[src/rtl/systolic_ctrl_pkg.sv]
// ----------------------------------------------------------------------------
// systolic_ctrl_pkg: shared types and defaults for the tile sequencer.
// Rev 1.0
// ----------------------------------------------------------------------------
`default_nettype none

package systolic_ctrl_pkg;

   localparam int CMD_K_W           = 16;
   localparam int CMD_PASS_W        = 8;
   localparam int CMD_ADDR_W        = 16;
   localparam int DEF_FILL_LATENCY  = 32 + 16 + 2;
   localparam int DEF_QUANT_TIMEOUT = 64;

   typedef enum logic [2:0] {
      S_IDLE   = 3'd0,
      S_CLEAR  = 3'd1,
      S_STREAM = 3'd2,
      S_DRAIN  = 3'd3,
      S_QUANT  = 3'd4,
      S_RESP   = 3'd5
   } seq_state_e;

   typedef struct packed {
      logic [CMD_K_W-1:0]    k;
      logic [CMD_PASS_W-1:0] passes;
      logic [CMD_ADDR_W-1:0] base;
      logic [31:0]           scale;
      logic [7:0]            shift;
   } tile_cmd_t;

endpackage

`default_nettype wire

[src/rtl/systolic_tile_sequencer_if.sv]
// ----------------------------------------------------------------------------
// systolic_tile_sequencer_if: command, array-control and response signals.
// Rev 1.0
// ----------------------------------------------------------------------------
`default_nettype none

interface systolic_tile_sequencer_if #(
   parameter int K_WIDTH    = 16,
   parameter int PASS_WIDTH = 8,
   parameter int ADDR_WIDTH = 16
);
   logic                  cmd_valid;
   logic                  cmd_ready;
   logic [K_WIDTH-1:0]    cmd_k;
   logic [PASS_WIDTH-1:0] cmd_passes;
   logic [ADDR_WIDTH-1:0] cmd_base_addr;
   logic [31:0]           cmd_scale;
   logic [7:0]            cmd_shift;
   logic                  op_rd_en;
   logic [ADDR_WIDTH-1:0] op_rd_addr;
   logic                  arr_enable;
   logic                  accum_clear;
   logic                  accum_enable;
   logic                  quant_enable;
   logic [31:0]           scale_factor;
   logic [7:0]            shift_amount;
   logic                  systolic_valid;
   logic                  accum_overflow;
   logic                  quant_valid;
   logic                  rsp_valid;
   logic                  rsp_ready;
   logic                  rsp_overflow;
   logic                  rsp_error;
   logic                  busy;

   // Host / array environment side
   modport master (
      output cmd_valid, cmd_k, cmd_passes, cmd_base_addr, cmd_scale, cmd_shift,
      output systolic_valid, accum_overflow, quant_valid, rsp_ready,
      input  cmd_ready, op_rd_en, op_rd_addr, arr_enable, accum_clear,
      input  accum_enable, quant_enable, scale_factor, shift_amount,
      input  rsp_valid, rsp_overflow, rsp_error, busy
   );

   // Sequencer side
   modport slave (
      input  cmd_valid, cmd_k, cmd_passes, cmd_base_addr, cmd_scale, cmd_shift,
      input  systolic_valid, accum_overflow, quant_valid, rsp_ready,
      output cmd_ready, op_rd_en, op_rd_addr, arr_enable, accum_clear,
      output accum_enable, quant_enable, scale_factor, shift_amount,
      output rsp_valid, rsp_overflow, rsp_error, busy
   );
endinterface

`default_nettype wire

[src/rtl/systolic_addr_gen.sv]
// ----------------------------------------------------------------------------
// systolic_addr_gen: loadable operand address counter with K-beat terminal flag.
// Rev 1.0
// ----------------------------------------------------------------------------
`default_nettype none

module systolic_addr_gen #(
   parameter int ADDR_WIDTH = 16,
   parameter int K_WIDTH    = 16
) (
   input  wire logic                  clk,
   input  wire logic                  reset,
   input  wire logic                  load,
   input  wire logic [ADDR_WIDTH-1:0] base,
   input  wire logic                  step,
   input  wire logic [K_WIDTH-1:0]    k_term,
   output logic      [ADDR_WIDTH-1:0] addr,
   output logic                       k_last
);
   logic [K_WIDTH-1:0] k_cnt;

   assign k_last = (k_cnt == k_term);

   // The address keeps running across passes; only the beat counter rewinds.
   always_ff @(posedge clk) begin
      if (reset) begin
         addr  <= '0;
         k_cnt <= '0;
      end else if (load) begin
         addr  <= base;
         k_cnt <= '0;
      end else if (step) begin
         addr  <= addr + ADDR_WIDTH'(1);
         k_cnt <= k_last ? '0 : k_cnt + K_WIDTH'(1);
      end
   end
endmodule

`default_nettype wire

[src/rtl/systolic_tile_sequencer.sv]
// ----------------------------------------------------------------------------
// systolic_tile_sequencer: per-command clear/stream/drain/quant/respond control.
// Rev 1.0
// ----------------------------------------------------------------------------
`default_nettype none

module systolic_tile_sequencer
   import systolic_ctrl_pkg::*;
#(
   parameter int ROWS          = 32,
   parameter int COLS          = 16,
   parameter int K_WIDTH       = CMD_K_W,
   parameter int PASS_WIDTH    = CMD_PASS_W,
   parameter int ADDR_WIDTH    = CMD_ADDR_W,
   parameter int FILL_LATENCY  = ROWS + COLS + 2,
   parameter int QUANT_TIMEOUT = DEF_QUANT_TIMEOUT
) (
   input wire logic                  clk,
   input wire logic                  reset,
   systolic_tile_sequencer_if.slave  bus
);
   localparam int DRAIN_CYCLES = FILL_LATENCY + 2;
   localparam int DRAIN_W      = $clog2(DRAIN_CYCLES + 1);
   localparam int WAIT_W       = $clog2(QUANT_TIMEOUT + 1);

   seq_state_e            state, next_state;
   tile_cmd_t             cmd;
   logic [PASS_WIDTH-1:0] pass_cnt;
   logic [DRAIN_W-1:0]    drain_cnt;
   logic [WAIT_W-1:0]     wait_cnt;
   logic [K_WIDTH-1:0]    k_term;
   logic [ADDR_WIDTH-1:0] rd_addr;
   logic                  k_last, drain_last, last_pass, wait_last, bad_cmd;
   logic                  ready, rd_en, arr_en, clr, acc_en, q_en;
   logic                  rsp_vld, ovf, err, active;
   logic                  unused_ok;

   assign unused_ok  = bus.systolic_valid;
   assign k_term     = cmd.k - CMD_K_W'(1);
   assign drain_last = (drain_cnt == DRAIN_W'(DRAIN_CYCLES - 1));
   assign last_pass  = (pass_cnt == cmd.passes - CMD_PASS_W'(1));
   assign wait_last  = (wait_cnt == WAIT_W'(QUANT_TIMEOUT - 1));
   assign bad_cmd    = (bus.cmd_k == '0) || (bus.cmd_passes == '0);

   systolic_addr_gen #(
      .ADDR_WIDTH (ADDR_WIDTH),
      .K_WIDTH    (K_WIDTH)
   ) u_addr_gen (
      .clk    (clk),
      .reset  (reset),
      .load   (state == S_CLEAR),
      .base   (cmd.base),
      .step   (state == S_STREAM),
      .k_term (k_term),
      .addr   (rd_addr),
      .k_last (k_last)
   );

   always_comb begin
      next_state = state;
      case (state)
         S_IDLE:   if (bus.cmd_valid && ready) next_state = bad_cmd ? S_RESP : S_CLEAR;
         S_CLEAR:  next_state = S_STREAM;
         S_STREAM: if (k_last) next_state = S_DRAIN;
         S_DRAIN:  if (drain_last) next_state = last_pass ? S_QUANT : S_STREAM;
         S_QUANT:  if (bus.quant_valid || wait_last) next_state = S_RESP;
         S_RESP:   if (bus.rsp_ready) next_state = S_IDLE;
         default:  next_state = S_IDLE;
      endcase
   end

   // Strobes are decoded from next_state so each one lines up with its state cycle.
   always_ff @(posedge clk) begin
      if (reset) begin
         state     <= S_IDLE;
         cmd       <= '0;
         pass_cnt  <= '0;
         drain_cnt <= '0;
         wait_cnt  <= '0;
         ready     <= 1'b1;
         rd_en     <= 1'b0;
         arr_en    <= 1'b0;
         clr       <= 1'b0;
         acc_en    <= 1'b0;
         q_en      <= 1'b0;
         rsp_vld   <= 1'b0;
         ovf       <= 1'b0;
         err       <= 1'b0;
         active    <= 1'b0;
      end else begin
         state   <= next_state;
         ready   <= (next_state == S_IDLE);
         active  <= (next_state != S_IDLE);
         clr     <= (next_state == S_CLEAR);
         rd_en   <= (next_state == S_STREAM);
         acc_en  <= (next_state == S_STREAM) || (next_state == S_DRAIN);
         q_en    <= (next_state == S_QUANT);
         rsp_vld <= (next_state == S_RESP);
         arr_en  <= rd_en;

         drain_cnt <= (state == S_DRAIN && !drain_last) ? drain_cnt + DRAIN_W'(1) : '0;
         wait_cnt  <= (state == S_QUANT) ? wait_cnt + WAIT_W'(1) : '0;

         if (state == S_CLEAR)
            pass_cnt <= '0;
         else if (state == S_DRAIN && drain_last && !last_pass)
            pass_cnt <= pass_cnt + PASS_WIDTH'(1);

         if (state == S_IDLE && bus.cmd_valid) begin
            cmd.k      <= bus.cmd_k;
            cmd.passes <= bus.cmd_passes;
            cmd.base   <= bus.cmd_base_addr;
            cmd.scale  <= bus.cmd_scale;
            cmd.shift  <= bus.cmd_shift;
            ovf        <= 1'b0;
            err        <= bad_cmd;
         end else begin
            if (bus.accum_overflow && (state == S_CLEAR || state == S_STREAM ||
                                       state == S_DRAIN || state == S_QUANT))
               ovf <= 1'b1;
            if (state == S_QUANT && !bus.quant_valid && wait_last)
               err <= 1'b1;
         end
      end
   end

   assign bus.cmd_ready    = ready;
   assign bus.op_rd_en     = rd_en;
   assign bus.op_rd_addr   = rd_addr;
   assign bus.arr_enable   = arr_en;
   assign bus.accum_clear  = clr;
   assign bus.accum_enable = acc_en;
   assign bus.quant_enable = q_en;
   assign bus.scale_factor = cmd.scale;
   assign bus.shift_amount = cmd.shift;
   assign bus.rsp_valid    = rsp_vld;
   assign bus.rsp_overflow = ovf;
   assign bus.rsp_error    = err;
   assign bus.busy         = active;
endmodule

`default_nettype wire

[src/flat_wrapper.sv]
// flat-port wrapper written by rule: the top's interface ports become plain ports
module systolic_tile_sequencer_flat import systolic_ctrl_pkg::*;
#(
   parameter int ROWS          = 32,
   parameter int COLS          = 16,
   parameter int K_WIDTH       = CMD_K_W,
   parameter int PASS_WIDTH    = CMD_PASS_W,
   parameter int ADDR_WIDTH    = CMD_ADDR_W,
   parameter int FILL_LATENCY  = ROWS + COLS + 2,
   parameter int QUANT_TIMEOUT = DEF_QUANT_TIMEOUT
)
  (clk, reset, bus_cmd_valid, bus_cmd_k, bus_cmd_passes, bus_cmd_base_addr, bus_cmd_scale, bus_cmd_shift, bus_systolic_valid, bus_accum_overflow, bus_quant_valid, bus_rsp_ready, bus_cmd_ready, bus_op_rd_en, bus_op_rd_addr, bus_arr_enable, bus_accum_clear, bus_accum_enable, bus_quant_enable, bus_scale_factor, bus_shift_amount, bus_rsp_valid, bus_rsp_overflow, bus_rsp_error, bus_busy);
  systolic_tile_sequencer_if #(.K_WIDTH(K_WIDTH), .PASS_WIDTH(PASS_WIDTH), .ADDR_WIDTH(ADDR_WIDTH)) bus_i ();
  input wire logic clk;
  input wire logic reset;
  input wire logic [$bits(bus_i.cmd_valid)-1:0] bus_cmd_valid;
  input wire logic [$bits(bus_i.cmd_k)-1:0] bus_cmd_k;
  input wire logic [$bits(bus_i.cmd_passes)-1:0] bus_cmd_passes;
  input wire logic [$bits(bus_i.cmd_base_addr)-1:0] bus_cmd_base_addr;
  input wire logic [$bits(bus_i.cmd_scale)-1:0] bus_cmd_scale;
  input wire logic [$bits(bus_i.cmd_shift)-1:0] bus_cmd_shift;
  input wire logic [$bits(bus_i.systolic_valid)-1:0] bus_systolic_valid;
  input wire logic [$bits(bus_i.accum_overflow)-1:0] bus_accum_overflow;
  input wire logic [$bits(bus_i.quant_valid)-1:0] bus_quant_valid;
  input wire logic [$bits(bus_i.rsp_ready)-1:0] bus_rsp_ready;
  output wire logic [$bits(bus_i.cmd_ready)-1:0] bus_cmd_ready;
  output wire logic [$bits(bus_i.op_rd_en)-1:0] bus_op_rd_en;
  output wire logic [$bits(bus_i.op_rd_addr)-1:0] bus_op_rd_addr;
  output wire logic [$bits(bus_i.arr_enable)-1:0] bus_arr_enable;
  output wire logic [$bits(bus_i.accum_clear)-1:0] bus_accum_clear;
  output wire logic [$bits(bus_i.accum_enable)-1:0] bus_accum_enable;
  output wire logic [$bits(bus_i.quant_enable)-1:0] bus_quant_enable;
  output wire logic [$bits(bus_i.scale_factor)-1:0] bus_scale_factor;
  output wire logic [$bits(bus_i.shift_amount)-1:0] bus_shift_amount;
  output wire logic [$bits(bus_i.rsp_valid)-1:0] bus_rsp_valid;
  output wire logic [$bits(bus_i.rsp_overflow)-1:0] bus_rsp_overflow;
  output wire logic [$bits(bus_i.rsp_error)-1:0] bus_rsp_error;
  output wire logic [$bits(bus_i.busy)-1:0] bus_busy;
  assign bus_i.cmd_valid = bus_cmd_valid;
  assign bus_i.cmd_k = bus_cmd_k;
  assign bus_i.cmd_passes = bus_cmd_passes;
  assign bus_i.cmd_base_addr = bus_cmd_base_addr;
  assign bus_i.cmd_scale = bus_cmd_scale;
  assign bus_i.cmd_shift = bus_cmd_shift;
  assign bus_i.systolic_valid = bus_systolic_valid;
  assign bus_i.accum_overflow = bus_accum_overflow;
  assign bus_i.quant_valid = bus_quant_valid;
  assign bus_i.rsp_ready = bus_rsp_ready;
  assign bus_cmd_ready = bus_i.cmd_ready;
  assign bus_op_rd_en = bus_i.op_rd_en;
  assign bus_op_rd_addr = bus_i.op_rd_addr;
  assign bus_arr_enable = bus_i.arr_enable;
  assign bus_accum_clear = bus_i.accum_clear;
  assign bus_accum_enable = bus_i.accum_enable;
  assign bus_quant_enable = bus_i.quant_enable;
  assign bus_scale_factor = bus_i.scale_factor;
  assign bus_shift_amount = bus_i.shift_amount;
  assign bus_rsp_valid = bus_i.rsp_valid;
  assign bus_rsp_overflow = bus_i.rsp_overflow;
  assign bus_rsp_error = bus_i.rsp_error;
  assign bus_busy = bus_i.busy;
  systolic_tile_sequencer #(.ROWS(ROWS), .COLS(COLS), .K_WIDTH(K_WIDTH), .PASS_WIDTH(PASS_WIDTH), .ADDR_WIDTH(ADDR_WIDTH), .FILL_LATENCY(FILL_LATENCY), .QUANT_TIMEOUT(QUANT_TIMEOUT)) u_core (.clk(clk), .reset(reset), .bus(bus_i));
endmodule
[config.mk]
export PLATFORM = sky130hd
export DESIGN_NAME = systolic_tile_sequencer_flat
export DESIGN_NICKNAME = d
export VERILOG_FILES = /design/src/rtl/systolic_ctrl_pkg.sv /design/src/rtl/systolic_tile_sequencer_if.sv /design/src/rtl/systolic_addr_gen.sv /design/src/rtl/systolic_tile_sequencer.sv /design/src/flat_wrapper.sv
export SDC_FILE = /design/constraint.sdc
export NUM_CORES = 1
export LEC_CHECK = 0
export ABC_AREA = 1
export BUFFER_PORTS_ARGS = -buffer_cell sky130_fd_sc_hd__buf_4
export CORE_ASPECT_RATIO = 2
export CORE_MARGIN = 3
export CORE_UTILIZATION = 59
export DETAILED_ROUTE_END_ITERATION = 7
export PLACE_DENSITY = 0.84
export SETUP_SLACK_MARGIN = 0.1
export SYNTH_ARGS = -nofsm -noshare
export SYNTH_HDL_FRONTEND = slang
export SYNTH_SLANG_ARGS = --single-unit
[constraint.sdc]
create_clock -name clk -period 2.7 [get_ports clk]
set_input_delay 0 -clock clk [delete_from_list [all_inputs] [get_ports clk]]
set_output_delay 0 -clock clk [all_outputs]
set_load 0.1 [all_outputs]
==> results of run 1 <==
-- power by group through the flow --
stage	combinational, mW	sequential [mW]	clock [mW]
finish	1.88	2.44	2.27
global route	2.00	2.45	2.35
CTS	1.83	2.42	2.28
detailed placement	1.73	2.47	0
global placement	1.71	2.47	0
floorplan	1.20	2.63	0
-- area by class of cell --
| cell class | instances | area share, % |
|---|---|---|
| Tap cell | 145 | 1.92 |
| Sequential cell | 146 | 30.9 |
| Clock inverter | 14 | 1.30 |
| Inverter | 108 | 4.28 |
| Clock buffer | 18 | 4.64 |
| Timing Repair Buffer | 239 | 21.3 |
| Multi-Input combinational cell | 688 | 35.7 |
-- flip-flops by register name (all words and copies together) (netlist names), 3 cells and up --
name,count
u_core.wait_cnt,7
u_core.cmd,40
u_core.u_addr_gen.k_cnt,16
u_core.u_addr_gen.addr,16
u_core.bus.scale_factor,32
u_core.bus.shift_amount,8
u_core.state,3
u_core.pass_cnt,8
u_core.drain_cnt,6
-- how the worst max path moves through the flow --
stage                         startpoint                    endpoint  slack (ns)  depth (start not counted)
2_1_floorplan  u_core.u_addr_gen.addr[0]  u_core.u_addr_gen.addr[12]        0.26                          9
3_3_place_gp              u_core.cmd[56]             u_core.bus.busy        0.56                         16
3_5_place_dp              u_core.cmd[56]          u_core.pass_cnt[3]        0.49                         14
4_1_cts                   u_core.cmd[56]             u_core.bus.busy        0.43                         16
5_1_grt                   u_core.cmd[56]             u_core.bus.busy        0.13                         16
6_report                  u_core.cmd[56]             u_core.bus.busy        0.39                         16
-- logic make-up (layout without fill, tap and decap cells) --
family / after synthesis / after routing
compound gates: 84 / 84
flops: 146 / 146
simple gates: 554 / 554
fa+ha+maj: 7 / 7
buf+inv: 180 / 379
xor+xnor: 43 / 43
-- routing by layer --
| metal | vias to the layer above | part of all wire [%] | GRT usage, % |
|---|---|---|---|
| li1 | 3566 | - | - |
| met1 | 3445 | 34 | 31.6 |
| met2 | 354 | 54 | 62.6 |
| met3 | 115 | 6.2 | 7.45 |
| met4 | 0 | 5.4 | 20.2 |
| met5 | - | 0 | 0 |
-- repair_timing --
item / in CTS / in global routing
hold buffers: 83 / 0
resized for setup: 0 / 0
endpoints found under the hold margin: 99 / 0
-- critical path: stages, from the launching register on --
cell and delay (ns):
sky130_fd_sc_hd__dfxtp_1 0.38, sky130_fd_sc_hd__inv_1 0.11, sky130_fd_sc_hd__ha_1 0.24, sky130_fd_sc_hd__nand2_1 0.12
sky130_fd_sc_hd__inv_1 0.07, sky130_fd_sc_hd__nand2_1 0.07, sky130_fd_sc_hd__nand2_1 0.06, sky130_fd_sc_hd__nand2_1 0.05
sky130_fd_sc_hd__nand2_1 0.04, sky130_fd_sc_hd__nor2_1 0.14, sky130_fd_sc_hd__nand3_1 0.10, sky130_fd_sc_hd__nand2_1 0.34
sky130_fd_sc_hd__nand2_1 0.10, sky130_fd_sc_hd__nand2_1 0.16, sky130_fd_sc_hd__nand2_1 0.11, sky130_fd_sc_hd__inv_1 0.07
sky130_fd_sc_hd__nand2_1 0.05
-- metrics by stage --
| stage | hold WS, ns | power, mW |
|---|---|---|
| 2_1_floorplan | 0.138 | 3.82 |
| 3_3_place_gp | 0.221 | 4.17 |
| 3_5_place_dp | 0.226 | 4.20 |
| 4_1_cts | 0.164 | 6.54 |
| 5_1_grt | 0.192 | 6.80 |
| 6_report | 0.174 | 6.58 |
-- cell usage in the layout, fill, tap and decap left out, types with 3 or more instances in the layout --
master | Yosys | layout
sky130_fd_sc_hd__nand2_1 | 296 | 296
sky130_fd_sc_hd__buf_4 | 40 | 155
sky130_fd_sc_hd__dfxtp_1 | 146 | 146
sky130_fd_sc_hd__nand3_1 | 110 | 110
sky130_fd_sc_hd__inv_1 | 104 | 103
sky130_fd_sc_hd__dlygate4sd3_1 | 0 | 83
sky130_fd_sc_hd__nor2_1 | 77 | 77
sky130_fd_sc_hd__a21oi_1 | 30 | 30
sky130_fd_sc_hd__o21ai_0 | 26 | 26
sky130_fd_sc_hd__xor2_1 | 26 | 26
sky130_fd_sc_hd__xnor2_1 | 17 | 17
sky130_fd_sc_hd__clkbuf_16 | 0 | 17
sky130_fd_sc_hd__nand4_1 | 15 | 15
sky130_fd_sc_hd__a31oi_1 | 13 | 13
sky130_fd_sc_hd__o22ai_1 | 12 | 12
sky130_fd_sc_hd__nor3_1 | 12 | 11
sky130_fd_sc_hd__or2_2 | 7 | 7
sky130_fd_sc_hd__ha_1 | 7 | 7
sky130_fd_sc_hd__nor2_2 | 7 | 6
sky130_fd_sc_hd__nand2_2 | 6 | 6
sky130_fd_sc_hd__nor4_1 | 6 | 6
sky130_fd_sc_hd__nor2_4 | 4 | 5
sky130_fd_sc_hd__clkinvlp_4 | 0 | 5
sky130_fd_sc_hd__inv_2 | 3 | 4
sky130_fd_sc_hd__nand3b_1 | 4 | 4
sky130_fd_sc_hd__nor3b_1 | 4 | 4
sky130_fd_sc_hd__inv_8 | 0 | 4
sky130_fd_sc_hd__inv_6 | 0 | 3
==> implementation parameters, run 1 <==
Parameter                              Value

Finish
  Seq. cell area ... 2920 sq um
  Final std cells w/o fill ... 1358
  Area of all placed cells without fillers ... 9460 sq um
  Area taken by multi-input logic gates ... 3380 sq um
  Total of fill cells in the finished design ... 726
  Area Growth Syn to Fin ... 32.7%
  # diodes ... 0
  Final cell utilization of the core ... 80.4%
  Total Nets Final ... roughly 1300
  Share of final-layout standard cells stronger than drive strength 1 ... around 18%

Critical path
  Depth of the worst register-to-register path ... 16
  Endpoint class of the critical path ... flop
  CP Launch Type ... flop
  Top fanout value on the critical path ... 13
  Critical path start-end classification ... flop to flop
  Worst r2r src ... u_core.cmd[56]
  Arr. time, crit path ... 2.62 ns
  Reg-to-reg slack, setup ... 0.39 ns
  Worst reg2reg path endpoint ... u_core.bus.busy
  Crit path required time ... 3.00 ns

Synth
  Library cells used by synthesis ... 35
  Synth Area in Compound Gates ... 6.44%
  Synth Area in XOR/XNOR ... 5.28%
  Basic-gate share of the synthesized area counting and, or, nand and nor cells ... roughly a third
  Count leader, synth ... sky130_fd_sc_hd__nand2_1
  Syn_area_per_cell ... between 7 and 8 sq um
  Adder-cell share of the synthesized area ... 1.23%
  Share of synthesized area spent on multiplexers ... 0%
  Sequential share of the synthesized area ... 41.0%
  Flip-flop and latch count after synthesis ... 146
  Synthesis Warnings ... 0
  Combined area of all synthesized cells ... 7130 sq um
  Dominant combinational cell family by area after synthesis ... simple AND/OR/NAND/NOR gates
  Post-synthesis instance total ... approximately 1000
  Proportion of synthesized flip-flops having asynchronous set or reset ... 0%
  Number of synthesized flops with an enable pin ... 0
  Synth Net Count ... 1108
  Synth area leaders ... sky130_fd_sc_hd__dfxtp_1, sky130_fd_sc_hd__nand2_1, sky130_fd_sc_hd__nand3_1
  Top post-synthesis cells by count ... sky130_fd_sc_hd__nand2_1, sky130_fd_sc_hd__dfxtp_1, sky130_fd_sc_hd__nand3_1
  Share of Yosys cell area claimed by the top area cell type ... between 40% and 50%
  Predominant post-synthesis flop cell ... sky130_fd_sc_hd__dfxtp_1
  Library cell with the largest summed area after synthesis ... sky130_fd_sc_hd__dfxtp_1

Timing
  Setup ws final ... 0.389 ns
  Setup repair after global routing missed its margin ... false
  Number of failing setup endpoints in the final timing report ... 0
  TNS Setup ... 0 ns
  Final Hold Fails ... 0
  Worst Tran Pin Value ... around 0.7 ns
  Final worst-path cycle share ... 85.6%
  Min Clock Period, post-route ... roughly 2.3 ns
  Number of slew-limit violations in the final report ... 0
  Skew final ... 0.00912 ns
  Relative slew slack ... 52.3%
  F_max ... 433 MHz

Worst hold path
  HP Class ... input port to flop
  Number of cells traversed by the worst hold path ... 3
  Launch point of the worst hold path ... bus_cmd_valid
  Endpoint, Worst Hold ... u_core.cmd[58]

Route
  Antenna-violating nets left ... 0
  Final Routed Wirelength ... ~22000 microns
  Via count normalized by instance count ... 5.51
  Wire per inst ... 16.5 microns
  Number of violations reported at the end of detailed-routing iteration 0 ... 440
  Via count ... 7480
  Detailed-router iteration count before antenna repair ... 5
  Post-detailed-route DRC marker count ... 0

Global route
  Initial antenna violation count ... 0
  Global Route Usage Sum ... 33.1%
  Wire length of the first global-routing pass ... 36100 microns
  Total congestion overflow after global routing ... 0
  Number of global-route vias before repair ... 7788
  Maximum number of pins on one net before global-route repair ... 70

Clocking
  Max Buffers Root-to-Sink ... 2
  Clock transition at the register clock pins on the worst setup and hold paths after CTS ... about 0.07 ns
  Root Driver ... sky130_fd_sc_hd__clkbuf_16
  Number of clock sinks seen by CTS ... 146
  Total setup buffers inserted after CTS ... 0
  CTS tree ... yes
  Num CTS Buffers ... 17
  Deepest level of the CTS H-tree ... 4
  Clock Latency Late Sink ... 0.42 ns

Floorplanning
  Initial standard-cell utilization of the core ... 60.6%
  Die width ... approximately 84 microns
  I/O Pins ... 153
  CORE AREA ... 11800 sq um
  Vertical die dimension ... 161 microns
  Num rows ... 56
  Die footprint ... 13500 sq um

Power
  Leakage power ... 4.43 nW
  Power Dens Cells ... 696 nW/um^2
  Combinational group share of total power ... between 20 and 30%
  Net load switching power ... 2.51 mW
  Register share of total power ... 37.0%
  Peak supply drop ... 594 uV
  Part of the total power dissipated in the clock network ... 34.4%
  Cell internal power dissipation ... between 4 and 5 mW
  Switching Share ... 38.1%

Place
  Number of placed instances with taps included ... 1243
  Post-detailed-placement cell area ... just over 8000 sq um
  Final RePlAce weighted congestion ... 0.927
  Number of I/O port buffers ... 151
  Half-perimeter wire length of the detailed placement result ... 13900 microns
  Worst Setup Slack post-DPL ... 0.488 ns

Outcome
  Result of the run ... completed

Run
  Number of max-capacitance violations reported ... 0
Power figures use the tool's default switching activity.
==> run 2, diff against run 1 <==
Settings changed: CORE_MARGIN 3 to 1.
==> implementation parameters, run 2 (synthesized netlist as in run 1, its figures left out) <==
Parameter                              Value

Global route
  Global-route track usage on met1 ... 35.9%
  Wire length of the first global-routing pass ... 36000 microns
  Maximum number of pins on one net before global-route repair ... 70
  GR Layer Usage met3 ... 10.8%
  Number of global-route vias before repair ... 7599
  Total congestion overflow after global routing ... 0
  GRT Max-Usage Layer ... met2
  Initial antenna violation count ... 0
  GR Layer Usage met2 ... between 60% and 70%
  Global Route Usage Sum ... between 30% and 40%

Critical path
  Crit path required time ... 3.00 ns
  Critical path start-end classification ... flop to flop
  Depth of the worst register-to-register path ... 11
  Reg-to-reg slack, setup ... approximately 0.36 ns
  Slowest Stage Delay on Critical Path ... 0.33 ns
  Sequence of cells on the critical path ... inv_1 > ha_1 > nand2_2 > nor2_4 > nand3_1 > nand2_1 > nand3_1 > nor3_2 > nand3_2 > nand3_2 > nor2_1
  Slowest CP cell ... sky130_fd_sc_hd__ha_1
  CP Launch Type ... flop
  Arr. time, crit path ... 2.64 ns
  Endpoint class of the critical path ... flop
  Buffers and inverters on the worst path ... 1
  Depth of the critical timing path with buffers and inverters included ... 11
  Cell class contributing the biggest share of worst-path delay ... simple AND/OR/NAND/NOR gates
  Top fanout value on the critical path ... 13
  Worst r2r src ... u_core.cmd[64]
  Worst reg2reg path endpoint ... u_core.u_addr_gen.k_cnt[7]

Place
  Number of I/O port buffers ... 151
  Worst Setup Slack post-DPL ... approximately 0.48 ns
  Final RePlAce weighted congestion ... 0.946
  Half-perimeter wire length of the detailed placement result ... about 14000 microns

Timing
  F_max ... 427 MHz
  Worst hold margin ... 0.158 ns
  Relative slew slack ... about half
  Setup ws final ... 0.360 ns
  Min Clock Period, post-route ... 2.34 ns
  Skew final ... ~0.012 ns
  Final worst-path cycle share ... 86.7%
  Setup repair after global routing missed its margin ... false
  Final Hold Fails ... 0
  Worst Tran Pin Value ... 0.746 ns
  Number of failing setup endpoints in the final timing report ... 0
  Number of slew-limit violations in the final report ... 0
  TNS Setup ... 0 ns

Clocking
  Number of clock sinks seen by CTS ... 146
  Post-cts gate resize count ... 0
  Max Buffers Root-to-Sink ... 2
  Total setup buffers inserted after CTS ... 0
  Clock Latency Late Sink ... 0.43 ns
  Hold buffer count at CTS ... 83
  Root Driver ... sky130_fd_sc_hd__clkbuf_16
  CTS tree ... yes
  Num CTS Buffers ... 17
  Clock transition at the register clock pins on the worst setup and hold paths after CTS ... 0.07 ns
  Deepest level of the CTS H-tree ... 4

Finish
  Final cell utilization of the core ... 80.8%
  Largest reg by FF count ... u_core.cmd
  Leading cell types in the layout, fill and taps excluded ... sky130_fd_sc_hd__nand2_1, sky130_fd_sc_hd__buf_4, sky130_fd_sc_hd__dfxtp_1, sky130_fd_sc_hd__nand3_1, sky130_fd_sc_hd__inv_1
  Max reg flops ... 40
  Commonest non-fill, non-tap cell in the layout ... sky130_fd_sc_hd__nand2_1
  Share of final-layout standard cells stronger than drive strength 1 ... 18.3%
  Total of fill cells in the finished design ... 740
  Total Nets Final ... 1294
  # diodes ... 0
  Area Growth Syn to Fin ... 33.4%

Floorplanning
  Vertical die dimension ... 157 microns
  Die footprint ... 12600 sq um
  Initial standard-cell utilization of the core ... 60.6%
  Num rows ... 56
  CORE AREA ... 11800 sq um
  I/O Pins ... 153
  Die width ... 79.7 microns

Route
  Final Routed Wirelength ... 22700 microns
  Detailed-router iteration count before antenna repair ... 5
  Post-detailed-route DRC marker count ... 0
  Number of violations reported at the end of detailed-routing iteration 0 ... 450
  Via count normalized by instance count ... 5.56
  Wire per inst ... roughly 17 microns
  Via count ... 7549
  Antenna-violating nets left ... 0

Power
  Power Dens Cells ... 712 nW/um^2
  Overall Power ... 6.77 mW
  Leakage power ... 4.46 nW
  Peak supply drop ... between 600 and 700 uV

Worst hold path
  HP Class ... input port to flop
  Endpoint, Worst Hold ... u_core.cmd[57]
  Number of cells traversed by the worst hold path ... 3
  Launch point of the worst hold path ... bus_cmd_valid

Outcome
  Result of the run ... completed

Run
  Number of max-capacitance violations reported ... 0
run 2: area by class of cell:
class | instances | area, sq um | area share, %
multi-input cells | 688 | 3380 | 35.5
well taps | 145 | 181 | 1.91
repair buffers | 239 | 2030 | 21.3
clock inverters | 14 | 169 | 1.78
inverters | 108 | 405 | 4.26
clock buffers | 17 | 425 | 4.47
flip-flops and latches | 146 | 2920 | 30.7
run 2: routing by layer:
layer | share of wire, % | vias to the layer above
met4 | 6.2 | 0
li1 | - | 3577
met2 | 53 | 368
met1 | 34 | 3490
met3 | 7.0 | 114
met5 | 0 | -
run 2: stage by stage:
stage / std cells / cell area [sq um]
3_5_place_dp: 1243 / 8080
6_report: 1357 / 9510
2_1_floorplan: 1014 / 7130
5_1_grt: 1357 / 9510
3_3_place_gp: 1243 / 8080
4_1_cts: 1357 / 9510
run 2: worst max-delay path by stage:
stage	slack, ns	from	end
6_report	0.36	u_core.cmd[64]	u_core.u_addr_gen.k_cnt[7]
3_5_place_dp	0.48	u_core.cmd[64]	u_core.u_addr_gen.k_cnt[12]
4_1_cts	0.46	u_core.cmd[64]	u_core.u_addr_gen.k_cnt[7]
3_3_place_gp	0.55	u_core.cmd[64]	u_core.u_addr_gen.k_cnt[15]
5_1_grt	0.22	u_core.cmd[64]	u_core.u_addr_gen.k_cnt[3]
2_1_floorplan	0.26	u_core.u_addr_gen.addr[0]	u_core.u_addr_gen.addr[12]
run 2: report_power, final:
group	internal, mW	total, mW	switching, mW
logic	0.542	1.90	1.36
clock network	1.39	2.43	1.04
registers	2.31	2.44	0.130
total	4.24	6.77	2.53
run 2: worst register-to-register path, stage by stage (launching register included):
cell	delay (ns)
sky130_fd_sc_hd__dfxtp_1	0.32
sky130_fd_sc_hd__inv_1	0.12
sky130_fd_sc_hd__ha_1	0.33
sky130_fd_sc_hd__nand2_2	0.14
sky130_fd_sc_hd__nor2_4	0.20
sky130_fd_sc_hd__nand3_1	0.14
sky130_fd_sc_hd__nand2_1	0.20
sky130_fd_sc_hd__nand3_1	0.12
sky130_fd_sc_hd__nor3_2	0.16
sky130_fd_sc_hd__nand3_2	0.15
sky130_fd_sc_hd__nand3_2	0.26
sky130_fd_sc_hd__nor2_1	0.09
==> run 3, diff against run 2 <==
Settings changed: CORE_UTILIZATION 59 to 60, CTS_BUF_LIST set to sky130_fd_sc_hd__clkbuf_4 sky130_fd_sc_hd__clkbuf_8, PLACE_DENSITY 0.84 to 0.86.
==> implementation parameters, run 3 (synthesized netlist as in run 1, its figures left out) <==
Parameter                              Value

Finish
  Max reg flops ... 40
  Largest reg by FF count ... u_core.cmd
  Area Growth Syn to Fin ... 30.4%
  Commonest non-fill, non-tap cell in the layout ... sky130_fd_sc_hd__nand2_1
  # diodes ... 0
  Leading cell types in the layout, fill and taps excluded ... sky130_fd_sc_hd__nand2_1, sky130_fd_sc_hd__buf_4, sky130_fd_sc_hd__dfxtp_1, sky130_fd_sc_hd__nand3_1, sky130_fd_sc_hd__inv_1
  Final cell utilization of the core ... 79.9%
  Share of final-layout standard cells stronger than drive strength 1 ... 18.4%
  Area of all placed cells without fillers ... 9300 sq um
  Total Nets Final ... 1294

Critical path
  Critical path start-end classification ... flop to flop
  Arr. time, crit path ... 2.59 ns
  Most prevalent standard cell on the critical path ... sky130_fd_sc_hd__nand3_1
  Top fanout value on the critical path ... 13
  Reg-to-reg slack, setup ... 0.42 ns
  CP Launch Type ... flop
  Sequence of cells on the critical path ... inv_1 > ha_1 > xnor2_1 > nor2_1 > nand3_1 > nor2_1 > nand3_1 > nand2_1 > inv_1 > nand3_1 > a21oi_1
  Depth of the worst register-to-register path ... 11
  Slowest Stage Delay on Critical Path ... 0.38 ns
  Crit path required time ... ~3.0 ns
  Slowest CP cell ... sky130_fd_sc_hd__dfxtp_1
  Worst reg2reg path endpoint ... u_core.pass_cnt[3]
  Endpoint class of the critical path ... flop
  Worst r2r src ... u_core.cmd[56]

Floorplanning
  Die width ... between 70 and 80 microns
  CORE AREA ... 11600 sq um
  Num rows ... 56
  Die footprint ... 12300 sq um
  I/O Pins ... 153
  Initial standard-cell utilization of the core ... approximately three fifths
  Vertical die dimension ... 156 microns

Place
  Half-perimeter wire length of the detailed placement result ... 13500 microns
  Number of I/O port buffers ... around 150
  Final RePlAce weighted congestion ... between 0.9 and 1
  Post-detailed-placement cell area ... 8080 sq um

Clocking
  CTS tree ... yes
  Max Buffers Root-to-Sink ... 2
  Num CTS Buffers ... 17
  Number of clock sinks seen by CTS ... between 100 and 150
  Clock Latency Late Sink ... 0.46 ns
  Total setup buffers inserted after CTS ... 0
  Deepest level of the CTS H-tree ... 4
  Root Driver ... sky130_fd_sc_hd__clkbuf_8
  Clock transition at the register clock pins on the worst setup and hold paths after CTS ... 0.09 ns

Timing
  Setup repair after global routing missed its margin ... false
  Worst Tran Pin Value ... 0.956 ns
  F_max ... 439 MHz
  Relative slew slack ... a little over a third
  Final worst-path cycle share ... 84.3%
  Number of failing setup endpoints in the final timing report ... 0
  Min Clock Period, post-route ... ~2.3 ns
  Skew final ... 0.0189 ns
  Final Hold Fails ... 0
  TNS Setup ... 0 ns
  Number of slew-limit violations in the final report ... 0

Route
  Post-detailed-route DRC marker count ... 0
  Antenna-violating nets left ... 0
  Wire per inst ... 16.3 microns
  Final Routed Wirelength ... 22100 microns
  Via count normalized by instance count ... 5.49
  Detailed-router iteration count before antenna repair ... 5
  Number of violations reported at the end of detailed-routing iteration 0 ... 524
  Via count ... 7454

Global route
  Total congestion overflow after global routing ... 0
  Global Route Usage Sum ... 37.1%
  Number of global-route vias before repair ... about 7600
  Maximum number of pins on one net before global-route repair ... 64
  Wire length of the first global-routing pass ... around 35000 microns
  Initial antenna violation count ... 0

Power
  Peak supply drop ... 556 uV
  Power Dens Cells ... 648 nW/um^2
  Leakage power ... roughly 4.4 nW

Worst hold path
  Number of cells traversed by the worst hold path ... 3
  HP Class ... input port to flop
  Launch point of the worst hold path ... bus_cmd_valid
  Endpoint, Worst Hold ... u_core.cmd[57]

Outcome
  Result of the run ... completed

Run
  Number of max-capacitance violations reported ... 0
run 3: stage by stage:
step	power [mW]	setup WS, ns	hold slack [ns]	cells
floorplan	3.82	0.261	0.138	1014
global placement	4.18	0.542	0.221	1243
detailed placement	4.20	0.501	0.226	1243
CTS	5.94	0.482	0.108	1358
global route	6.26	0.182	0.138	1358
finish	6.02	0.423	0.133	1358
run 3: how the worst max path moves through the flow:
stage	slack (ns)	to	start
2_1_floorplan	0.26	u_core.u_addr_gen.addr[12]	u_core.u_addr_gen.addr[0]
3_3_place_gp	0.54	u_core.u_addr_gen.k_cnt[3]	u_core.cmd[64]
3_5_place_dp	0.50	u_core.u_addr_gen.k_cnt[0]	u_core.cmd[64]
4_1_cts	0.48	u_core.u_addr_gen.k_cnt[0]	u_core.cmd[64]
5_1_grt	0.18	u_core.bus.busy	u_core.cmd[56]
6_report	0.42	u_core.pass_cnt[3]	u_core.cmd[56]
run 3: cell type report:
type	count	area, sq um
well taps	145	181
inverters	108	405
repair buffers	239	2030
flip-flops and latches	146	2920
clock buffers	18	241
clock inverters	14	141
multi-input cells	688	3380
fillers	735	2340
run 3: power by group:
group	switching (mW)	internal, mW
clock	0.999	0.696
sequential	0.126	2.31
combinational	1.35	0.543
total	2.48	3.55
run 3: worst max-delay path, delay by kind of cell, from the launching register on:
family                     cells  cell delay (ns)
buffers and inverters          2             0.33
xor gates and xnor gates       1             0.13
AOI/OAI and AO/OA              1             0.07
DFF                            1             0.38
and+or+nand+nor                6             0.87
adders and majority gates      1             0.35
run 3: what timing repair did:
action                    CTS  global route
hold endpoints to repair   99             0
hold buffers               83             0
resized for setup           0             0
run 3: per-layer routing:
layer / global-route usage (%) / share of wire (%) / vias to the layer above
li1: - / - / 3563
met1: 34.7 / 34 / 3423
met2: 69.7 / 54 / 372
met3: 9.88 / 7.1 / 96
met4: 21.8 / 5.1 / 0
met5: 0 / 0 / -
